**config.mk**
```make
export PLATFORM = sky130hd
export DESIGN_NAME = spi_responder
export DESIGN_NICKNAME = d
export VERILOG_FILES = /design/src/rtl/spi_responder.sv
export SDC_FILE = /design/constraint.sdc
export NUM_CORES = 1
export LEC_CHECK = 0
export ABC_AREA = 1
export BUFFER_PORTS_ARGS = -buffer_cell sky130_fd_sc_hd__buf_2
export CORE_ASPECT_RATIO = 0.6
export CORE_MARGIN = 1
export CORE_UTILIZATION = 40
export CTS_CLUSTER_SIZE = 20
export DETAILED_ROUTE_END_ITERATION = 7
export HOLD_SLACK_MARGIN = 0.05
export SETUP_SLACK_MARGIN = 0.02
export SYNTH_ARGS = -nofsm -noshare
export SYNTH_HDL_FRONTEND = slang
export SYNTH_SLANG_ARGS = --single-unit
```
**constraint.sdc**
```tcl
create_clock -name clkin -period 2.33 [get_ports clkin]
set_input_delay 0.466 -clock clkin [delete_from_list [all_inputs] [get_ports clkin]]
set_output_delay 0.466 -clock clkin [all_outputs]
set_load 0.005 [all_outputs]
```
**src/rtl/spi_responder.sv**
```systemverilog
`default_nettype none
// ============================================================================
//  Module   : spi_responder
//  Purpose  : SPI target (mode 0, MSB first). SCLK/SSN/MOSI are oversampled
//             in the clkin domain. Received bytes are presented on a
//             byte-wide rx register, and bytes to return come from a
//             byte-wide tx holding register.
//  Revision : 1.0 - initial release
// ----------------------------------------------------------------------------
//  Optional feature macro: SPI_RESPONDER_ECHO_EN
//    When defined, a reload with no tx byte pending sends the last completed
//    received byte (0 after reset) instead of FILL. This gives a loopback
//    target for bring-up.
// ----------------------------------------------------------------------------
//  Ports
//    clkin    in   system clock
//    rst_n    in   asynchronous active-low reset
//    sclk     in   SPI clock (asynchronous)
//    ssn      in   SPI select, active low (asynchronous)
//    mosi     in   serial data in (asynchronous)
//    miso     out  serial data out
//    miso_oe  out  pad output enable, high while selected
//    txdata   in   byte to send
//    txload   in   write strobe for txdata
//    txempty  out  tx holding register free
//    rxdata   out  last received byte
//    rxvalid  out  rxdata unread
//    rxack    in   unload strobe, clears rxvalid and overrun
//    overrun  out  sticky, a byte was lost while rxvalid was set
//    busy     out  transfer in progress (synchronised ssn low)
// ============================================================================
module spi_responder #(
    parameter int               WIDTH = 8,
    parameter logic [WIDTH-1:0] FILL  = 8'h00
) (
    input  logic             clkin,
    input  logic             rst_n,
    input  logic             sclk,
    input  logic             ssn,
    input  logic             mosi,
    output logic             miso,
    output logic             miso_oe,
    input  logic [WIDTH-1:0] txdata,
    input  logic             txload,
    output logic             txempty,
    output logic [WIDTH-1:0] rxdata,
    output logic             rxvalid,
    input  logic             rxack,
    output logic             overrun,
    output logic             busy
);

    localparam int               CNT_W    = (WIDTH > 2) ? $clog2(WIDTH) : 1;
    localparam logic [CNT_W-1:0] CNT_LAST = CNT_W'(WIDTH - 1);

    typedef enum logic [0:0] {
        ST_IDLE  = 1'b0,
        ST_SHIFT = 1'b1
    } state_e;

    // Synchronisers, plus a history flop on sclk/ssn for edge detection
    logic sclk_m_q, sclk_s_q, sclk_h_q;
    logic ssn_m_q,  ssn_s_q,  ssn_h_q;
    logic mosi_m_q, mosi_s_q;

    state_e             state_q,   state_d;
    logic [WIDTH-1:0]   shift_q,   shift_d;
    logic [CNT_W-1:0]   bitcnt_q,  bitcnt_d;
    logic               miso_q,    miso_d;
    logic [WIDTH-1:0]   txhold_q,  txhold_d;
    logic               txempty_q, txempty_d;
    logic [WIDTH-1:0]   rxdata_q,  rxdata_d;
    logic               rxvalid_q, rxvalid_d;
    logic               overrun_q, overrun_d;
`ifdef SPI_RESPONDER_ECHO_EN
    logic [WIDTH-1:0]   lastrx_q,  lastrx_d;
`endif

    logic             sclk_rise, sclk_fall, ssn_fall;
    logic             reload, rx_done;
    logic [WIDTH-1:0] reload_val, rx_byte;

    assign sclk_rise = sclk_s_q & ~sclk_h_q;
    assign sclk_fall = ~sclk_s_q & sclk_h_q;
    assign ssn_fall  = ~ssn_s_q & ssn_h_q;

    // Byte completed on this rising edge: current shifter plus incoming bit
    assign rx_byte = {shift_q[WIDTH-2:0], mosi_s_q};

`ifdef SPI_RESPONDER_ECHO_EN
    assign reload_val = txempty_q ? lastrx_q : txhold_q;
`else
    assign reload_val = txempty_q ? FILL : txhold_q;
`endif

    always_comb begin
        state_d   = state_q;
        shift_d   = shift_q;
        bitcnt_d  = bitcnt_q;
        miso_d    = miso_q;
        txhold_d  = txhold_q;
        txempty_d = txempty_q;
        rxdata_d  = rxdata_q;
        rxvalid_d = rxvalid_q;
        overrun_d = overrun_q;
`ifdef SPI_RESPONDER_ECHO_EN
        lastrx_d  = lastrx_q;
`endif
        reload    = 1'b0;
        rx_done   = 1'b0;

        case (state_q)
            ST_IDLE: begin
                miso_d   = 1'b0;
                bitcnt_d = '0;
                if (ssn_fall) begin
                    state_d = ST_SHIFT;
                    reload  = 1'b1;
                end
            end
            ST_SHIFT: begin
                if (ssn_s_q) begin
                    // Deselect aborts: partial byte and loaded shifter dropped
                    state_d  = ST_IDLE;
                    miso_d   = 1'b0;
                    bitcnt_d = '0;
                end else if (sclk_rise) begin
                    shift_d = rx_byte;
                    if (bitcnt_q == CNT_LAST) begin
                        bitcnt_d = '0;
                        rx_done  = 1'b1;
                    end else begin
                        bitcnt_d = bitcnt_q + CNT_W'(1);
                    end
                end else if (sclk_fall) begin
                    // A zero count on a falling edge means a byte just ended
                    if (bitcnt_q == '0) begin
                        reload = 1'b1;
                    end else begin
                        miso_d = shift_q[WIDTH-1];
                    end
                end
            end
            default: state_d = ST_IDLE;
        endcase

        if (reload) begin
            shift_d = reload_val;
            miso_d  = reload_val[WIDTH-1];
            if (!txempty_q) begin
                txempty_d = 1'b1;
            end
        end

        // Only accepted when the holding register was free at cycle start,
        // so a same-cycle reload always takes the older byte.
        if (txload && txempty_q) begin
            txhold_d  = txdata;
            txempty_d = 1'b0;
        end

        if (rxack) begin
            rxvalid_d = 1'b0;
            overrun_d = 1'b0;
        end
        if (rx_done) begin
`ifdef SPI_RESPONDER_ECHO_EN
            lastrx_d = rx_byte;
`endif
            if (!rxvalid_q || rxack) begin
                rxdata_d  = rx_byte;
                rxvalid_d = 1'b1;
            end else begin
                overrun_d = 1'b1;
            end
        end
    end

    always_ff @(posedge clkin or negedge rst_n) begin
        if (!rst_n) begin
            sclk_m_q  <= 1'b0;
            sclk_s_q  <= 1'b0;
            sclk_h_q  <= 1'b0;
            ssn_m_q   <= 1'b1;
            ssn_s_q   <= 1'b1;
            ssn_h_q   <= 1'b1;
            mosi_m_q  <= 1'b0;
            mosi_s_q  <= 1'b0;
            state_q   <= ST_IDLE;
            shift_q   <= '0;
            bitcnt_q  <= '0;
            miso_q    <= 1'b0;
            txhold_q  <= '0;
            txempty_q <= 1'b1;
            rxdata_q  <= '0;
            rxvalid_q <= 1'b0;
            overrun_q <= 1'b0;
`ifdef SPI_RESPONDER_ECHO_EN
            lastrx_q  <= '0;
`endif
        end else begin
            sclk_m_q  <= sclk;
            sclk_s_q  <= sclk_m_q;
            sclk_h_q  <= sclk_s_q;
            ssn_m_q   <= ssn;
            ssn_s_q   <= ssn_m_q;
            ssn_h_q   <= ssn_s_q;
            mosi_m_q  <= mosi;
            mosi_s_q  <= mosi_m_q;
            state_q   <= state_d;
            shift_q   <= shift_d;
            bitcnt_q  <= bitcnt_d;
            miso_q    <= miso_d;
            txhold_q  <= txhold_d;
            txempty_q <= txempty_d;
            rxdata_q  <= rxdata_d;
            rxvalid_q <= rxvalid_d;
            overrun_q <= overrun_d;
`ifdef SPI_RESPONDER_ECHO_EN
            lastrx_q  <= lastrx_d;
`endif
        end
    end

    assign miso    = miso_q;
    assign miso_oe = (state_q == ST_SHIFT);
    assign busy    = (state_q == ST_SHIFT);
    assign txempty = txempty_q;
    assign rxdata  = rxdata_q;
    assign rxvalid = rxvalid_q;
    assign overrun = overrun_q;

endmodule
`default_nettype wire

```
* Word level (Yosys, flattened, before mapping)
Cells that the tools add are included.
** Cells by class
- Bitwise operators :: 7
- Muxes and demuxes :: 35
- Add/subtract/negate cells :: 1
- Equal/unequal tests :: 6
- Reduce and logical (&&, ||, !) cells :: 10
** Operators with widths (count)
- 8-bit 2-to-1 mux :: 5
- 1-bit 2-to-1 mux :: 23
- 3-bit 2-to-1 mux :: 3
- 1-bit one-hot mux with 2 select lines :: 3
- 3-bit one-hot mux with 2 select lines :: 1
- 3-bit AND reduction :: 2
- 2-bit nonzero test :: 3
- 4-bit by 2-bit inequality test with 1-bit output, second input constant :: 1
- 4-bit by 3-bit inequality test with 1-bit output, second input constant :: 1
- 4-bit inequality test, second input constant :: 1
- 1-bit NOT :: 4
- 3-bit by 1-bit adder with 3-bit output, second input constant :: 1
- 1-bit AND :: 3
- 3-bit == test, second input constant :: 1
- 3-bit logical NOT :: 1
- 3-bit by 2-bit inequality test with 1-bit output, second input constant :: 1
- 2-bit by 1-bit inequality test with 1-bit output, second input constant :: 1
- 2-bit AND reduction :: 1
- 1-bit logical AND :: 1
- 1-bit logical NOT :: 1
- 1-bit logical OR :: 1
** Storage, ports and cells
- Input bits :: 15
- Bits in registers :: 40
- Word-level logic and storage cells :: 76

* Longest topological paths before layout
- Depth after elaboration :: 8
- Gate-level depth with buffers :: 10
- Depth with buffers taken out :: 10

* Least setup slack after synthesis
No wires, ideal clock.
- Path kind :: reg2reg
- Start :: reg bitcnt_q[0]
- End :: reg shift_q[0]
- Data arrival time :: 1302 ps
- Required time :: 2265 ps
- Library setup time :: 65 ps
- Path slack :: 963 ps
- Period minus slack after synthesis :: 1367 ps
- Buffers on the path :: 0
- Cell stages (with the launch flop) :: 11
- Path through :: dfrtp_1 inv_1 ha_1 inv_1 nor2_1 nand3_4 nand3_2 nand2_4 clkinv_2 nand2_1 nand2_1
** On the way
- Word-level cells in the longest chain between the ends :: 8
- Elaborated cells between the ends (all ways) :: 11
- Classes of those cells :: eq/ne: 1; mux: 6; reduce/logical: 4
** RTL lines
- start, declared :: RTL line 68 : logic [CNT_W-1:0] bitcnt_q, bitcnt_d;
- start signal, assigned :: RTL line 212 : bitcnt_q <= bitcnt_d;
- 3-bit logical NOT * :: RTL line 137 : if (bitcnt_q == '0) begin
- 1-bit 2-to-1 mux * :: RTL line 137
- 1-bit 2-to-1 mux * :: RTL line 135 : end else if (sclk_fall) begin
- 1-bit 2-to-1 mux * :: RTL line 127 : end else if (sclk_rise) begin
- 1-bit 2-to-1 mux * :: RTL line 122 : if (ssn_s_q) begin
- 1-bit one-hot mux with 2 select lines * :: RTL line 112 : case (state_q)
- 2-bit by 1-bit inequality test with 1-bit output (no line) / 2-bit nonzero test (equally long branches)
- 3-bit AND reduction (no line)
- end signal, assigned :: RTL line 211 : shift_q <= shift_d;
- end, declared :: RTL line 67 : logic [WIDTH-1:0] shift_q, shift_d;
Every way passes the cells marked *; elsewhere a longest branch is shown, timed or not.
A chain may end at the register's enable or synchronous reset.

* Worst setup path in the final report
- Start :: reg ssn_s_q
- End :: reg shift_q[6]
** On the way
- Word-level cells in the longest chain between the ends :: 6
- Elaborated cells between the ends (all ways) :: 10
- Classes of those cells :: eq/ne: 1; mux: 4; bitwise: 2; reduce/logical: 3
** RTL lines
- start, declared :: RTL line 63 : logic ssn_m_q, ssn_s_q, ssn_h_q;
- start signal, assigned :: RTL line 206 : ssn_s_q <= ssn_m_q;
- 1-bit NOT :: RTL line 85 : assign ssn_fall = ~ssn_s_q & ssn_h_q;
- 1-bit AND :: RTL line 85
- 1-bit 2-to-1 mux :: RTL line 116 : if (ssn_fall) begin
- 1-bit one-hot mux with 2 select lines :: RTL line 112
- 2-bit by 1-bit inequality test with 1-bit output (no line) / 2-bit nonzero test (equally long branches)
- 3-bit AND reduction (no line)
Several ways; a longest one is shown, not always the timed one.

==> out/metrics.csv <==
metric,value,unit
ir_worst_vdd,0.000471,V
vias,1280,
regArea,1010,um^2
power.total,1.79,mW
worstReg2RegEnd,shift_q[6]$_DFFE_PN0P_,
max-slew-margin-rel,65.1,%
power_density,872,nW/um^2
drtIter0Drc,54,
grt_max_degree,18,
synth-seq-cells,40,
seqPwrFrac,53.2,%
p_int,1.24,mW
timing.final.crit_share,75.2,%
gr-total-overflow,0,
detail_route.wl_per_cell,10.9,um
setup_viol,0,
hold_path.class,in -> async,
synth_edf_count,0,
cts_tree,done,
cts-root-buf,clkbuf_8,
p_leak,1.17,nW
coreArea,4170,um^2
antenna_found_initial,0,
ys_top_cells_by_count,"69 x nand2_1, 36 x dfrtp_1, 20 x inv_1",
worstRegToRegCells,6,
syn2layout_area_growth,16.5,%
fin_crit,1.75,ns
via_per_inst,4.40,
cts_hold_buf,0,
placementRows,18,
fillCellCount,417,
drive_gt1_share,22.5,%
fmax,0.571,GHz
end_kind,flip-flop,
synth-async-reset-ratio,100,%
worst-slew-pin-transition,0.523,ns
diodes,0,
crit_type,reg -> reg,
reg2reg_from,ssn_s_q$_DFF_PN1_,
synthTopCellsByArea,"dfrtp_1 51%, nand2_1 15%, dfstp_2 6.0%",
dieArea,4680,um^2
status,"finished, final reports clean",
synth_ff_type,dfrtp_1,
drv_cap,0,
yosysWarnings,0,
rsz0062_at_grt,no,
multi_input_area,643,um^2
clk_pin_slew,0.07,ns
cts_buffer_depth,2,
cp-start-kind,flip-flop,
grt_pass1_vias,1152,
h-tree-depth,2,
preCtsSetupSlack,0.566,ns
synth_top_area_share,51.1,%
drc,0,
grt_pass1_wl,5.33,mm
pwr-share-comb,20.8,%
syn_area,1760,um^2
synth_top_area_cell,dfrtp_1,
dpl.cell_count,283,
reg2reg_setup_slack,0.58,ns
syn_inst,198,
hold_violations,0,
critPathArrivalTime,1.93,ns
cts_buffers,5,
fin_ws,0.577,ns
clk_latency,0.28,ns
synth_fp_nets,216,
ys_seq_area_share,57.1,%
setup_tns,0,ns
dp_hpwl,2.39,mm
dr.pass1.iters,5,
ant_nets,0,
synth_most_common_cell,nand2_1,
fin_worst_skew,0.00435,ns
p_sw_share,30.5,%
gp_congestion,0.776,
cts_num_sinks,40,
switchingPower,0.546,mW
grt_usage,15.7,%
initial_core_util,42.3,%
critPathRequiredTime,2.51,ns
io_buffers,28,
pwr-share-clk,25.9,%
nNetsFinal,248,
report.final.slew_viol_count,0,
routed_wl,3.17,mm
instances_no_fill,291,
die_h,53.4,um
synth_cell_type_count,25,
critPathMaxFanout,12,
cts_setup_buffers,0,
io_pins,29,
syn_avg_cell_area,8.90,um^2
cts_resized,0,
fp.dieW,87.7,um
## worst max-delay path, stage by stage (launching register included)
cell and delay, ns:
dfstp_2 0.56, nand3b_1 0.41, nand2_1 0.20, nand2_4 0.18
clkinv_2 0.14, nand2_1 0.09, nand2_1 0.06
## power groups by stage
| stage | Combinational [mW] | Sequential [mW] | Clock (mW) |
|---|---|---|---|
| final | 0.373 | 0.953 | 0.464 |
| after floorplan | 0.302 | 0.928 | 0 |
| after global placement | 0.373 | 0.967 | 0 |
| after detailed placement | 0.377 | 0.968 | 0 |
| after CTS | 0.378 | 0.955 | 0.475 |
| after global routing | 0.445 | 0.979 | 0.511 |
## worst max-delay path by stage
stage	to	startpoint	cells after the start	slack (ns)
after floorplan	shift_q[0]$_DFFE_PN0P_	bitcnt_q[0]$_DFFE_PN0P_	10	0.96
final	shift_q[6]$_DFFE_PN0P_	ssn_s_q$_DFF_PN1_	6	0.58
after CTS	shift_q[6]$_DFFE_PN0P_	ssn_s_q$_DFF_PN1_	6	0.56
after detailed placement	shift_q[6]$_DFFE_PN0P_	ssn_s_q$_DFF_PN1_	6	0.57
after global placement	shift_q[6]$_DFFE_PN0P_	ssn_s_q$_DFF_PN1_	6	0.65
after global routing	shift_q[6]$_DFFE_PN0P_	ssn_s_q$_DFF_PN1_	6	0.44
## layout make-up
cell class,instances,area share [%]
multi-input cells,131,31.3
clock buffers,8,4.39
inverters,22,4.08
repair buffers,30,7.56
flip-flops and latches,40,49.0
well taps,60,3.66
## cell usage in the layout (no fill, tap or decap)
| cell | n |
|---|---|
| clkbuf_1 | 2 |
| o21ai_0 | 1 |
| dfstp_2 | 4 |
| nand3_2 | 2 |
| buf_4 | 2 |
| dfrtp_1 | 36 |
| nand2_4 | 3 |
| buf_2 | 28 |
| o21ai_2 | 1 |
| inv_1 | 20 |
| nor2_1 | 18 |
| o22ai_1 | 2 |
| nor2_2 | 1 |
| a21oi_1 | 8 |
| o21ai_1 | 1 |
| ha_1 | 3 |
| nor2_8 | 1 |
| inv_2 | 1 |
| nand3b_1 | 1 |
| nand3_1 | 17 |
| nand2_1 | 69 |
| nor2_4 | 1 |
| clkinv_2 | 1 |
| nand3_4 | 1 |
| nand4_1 | 1 |
| clkbuf_8 | 6 |
## routing by layer
metal / track usage (%) / wire length, um / part of all wire [%] / up-vias
li1: - / - / - / 683
met1: 23.3 / 1810 / 57 / 565
met2: 21.4 / 1200 / 38 / 27
met3: 4.68 / 136 / 4.3 / 5
met4: 4.92 / 27 / 0.85 / 0
met5: 0 / 0 / 0 / -
## sequential cells by signal, summed over array words and instances, names as in the netlist, 3 cells and up
signal	count
shift_q	8
rxdata	8
bitcnt_q	3
txhold_q	8
## through the flow
stage | utilization [%] | cell area [um^2] | hold slack [ns]
after floorplan | - | 1760 | 0.170
after global placement | 47.1 | 1960 | 0.336
after detailed placement | 47.1 | 1960 | 0.338
after CTS | 49.3 | 2050 | 0.0866
after global routing | 49.3 | 2050 | 0.0966
final | 49.3 | 2050 | 0.0807
## kinds of logic after synthesis
kind of cell             after synthesis  synth area share [%]
AND/OR/NAND/NOR                      115                  30.3
flip-flops                            40                  57.1
buffers and inverters                 27                  6.39
AO/OA/AOI/OAI                         13                  4.05
adder cells (fa/ha/maj)                3                  2.13
No activity file was read; power rests on OpenSTA's default activity.
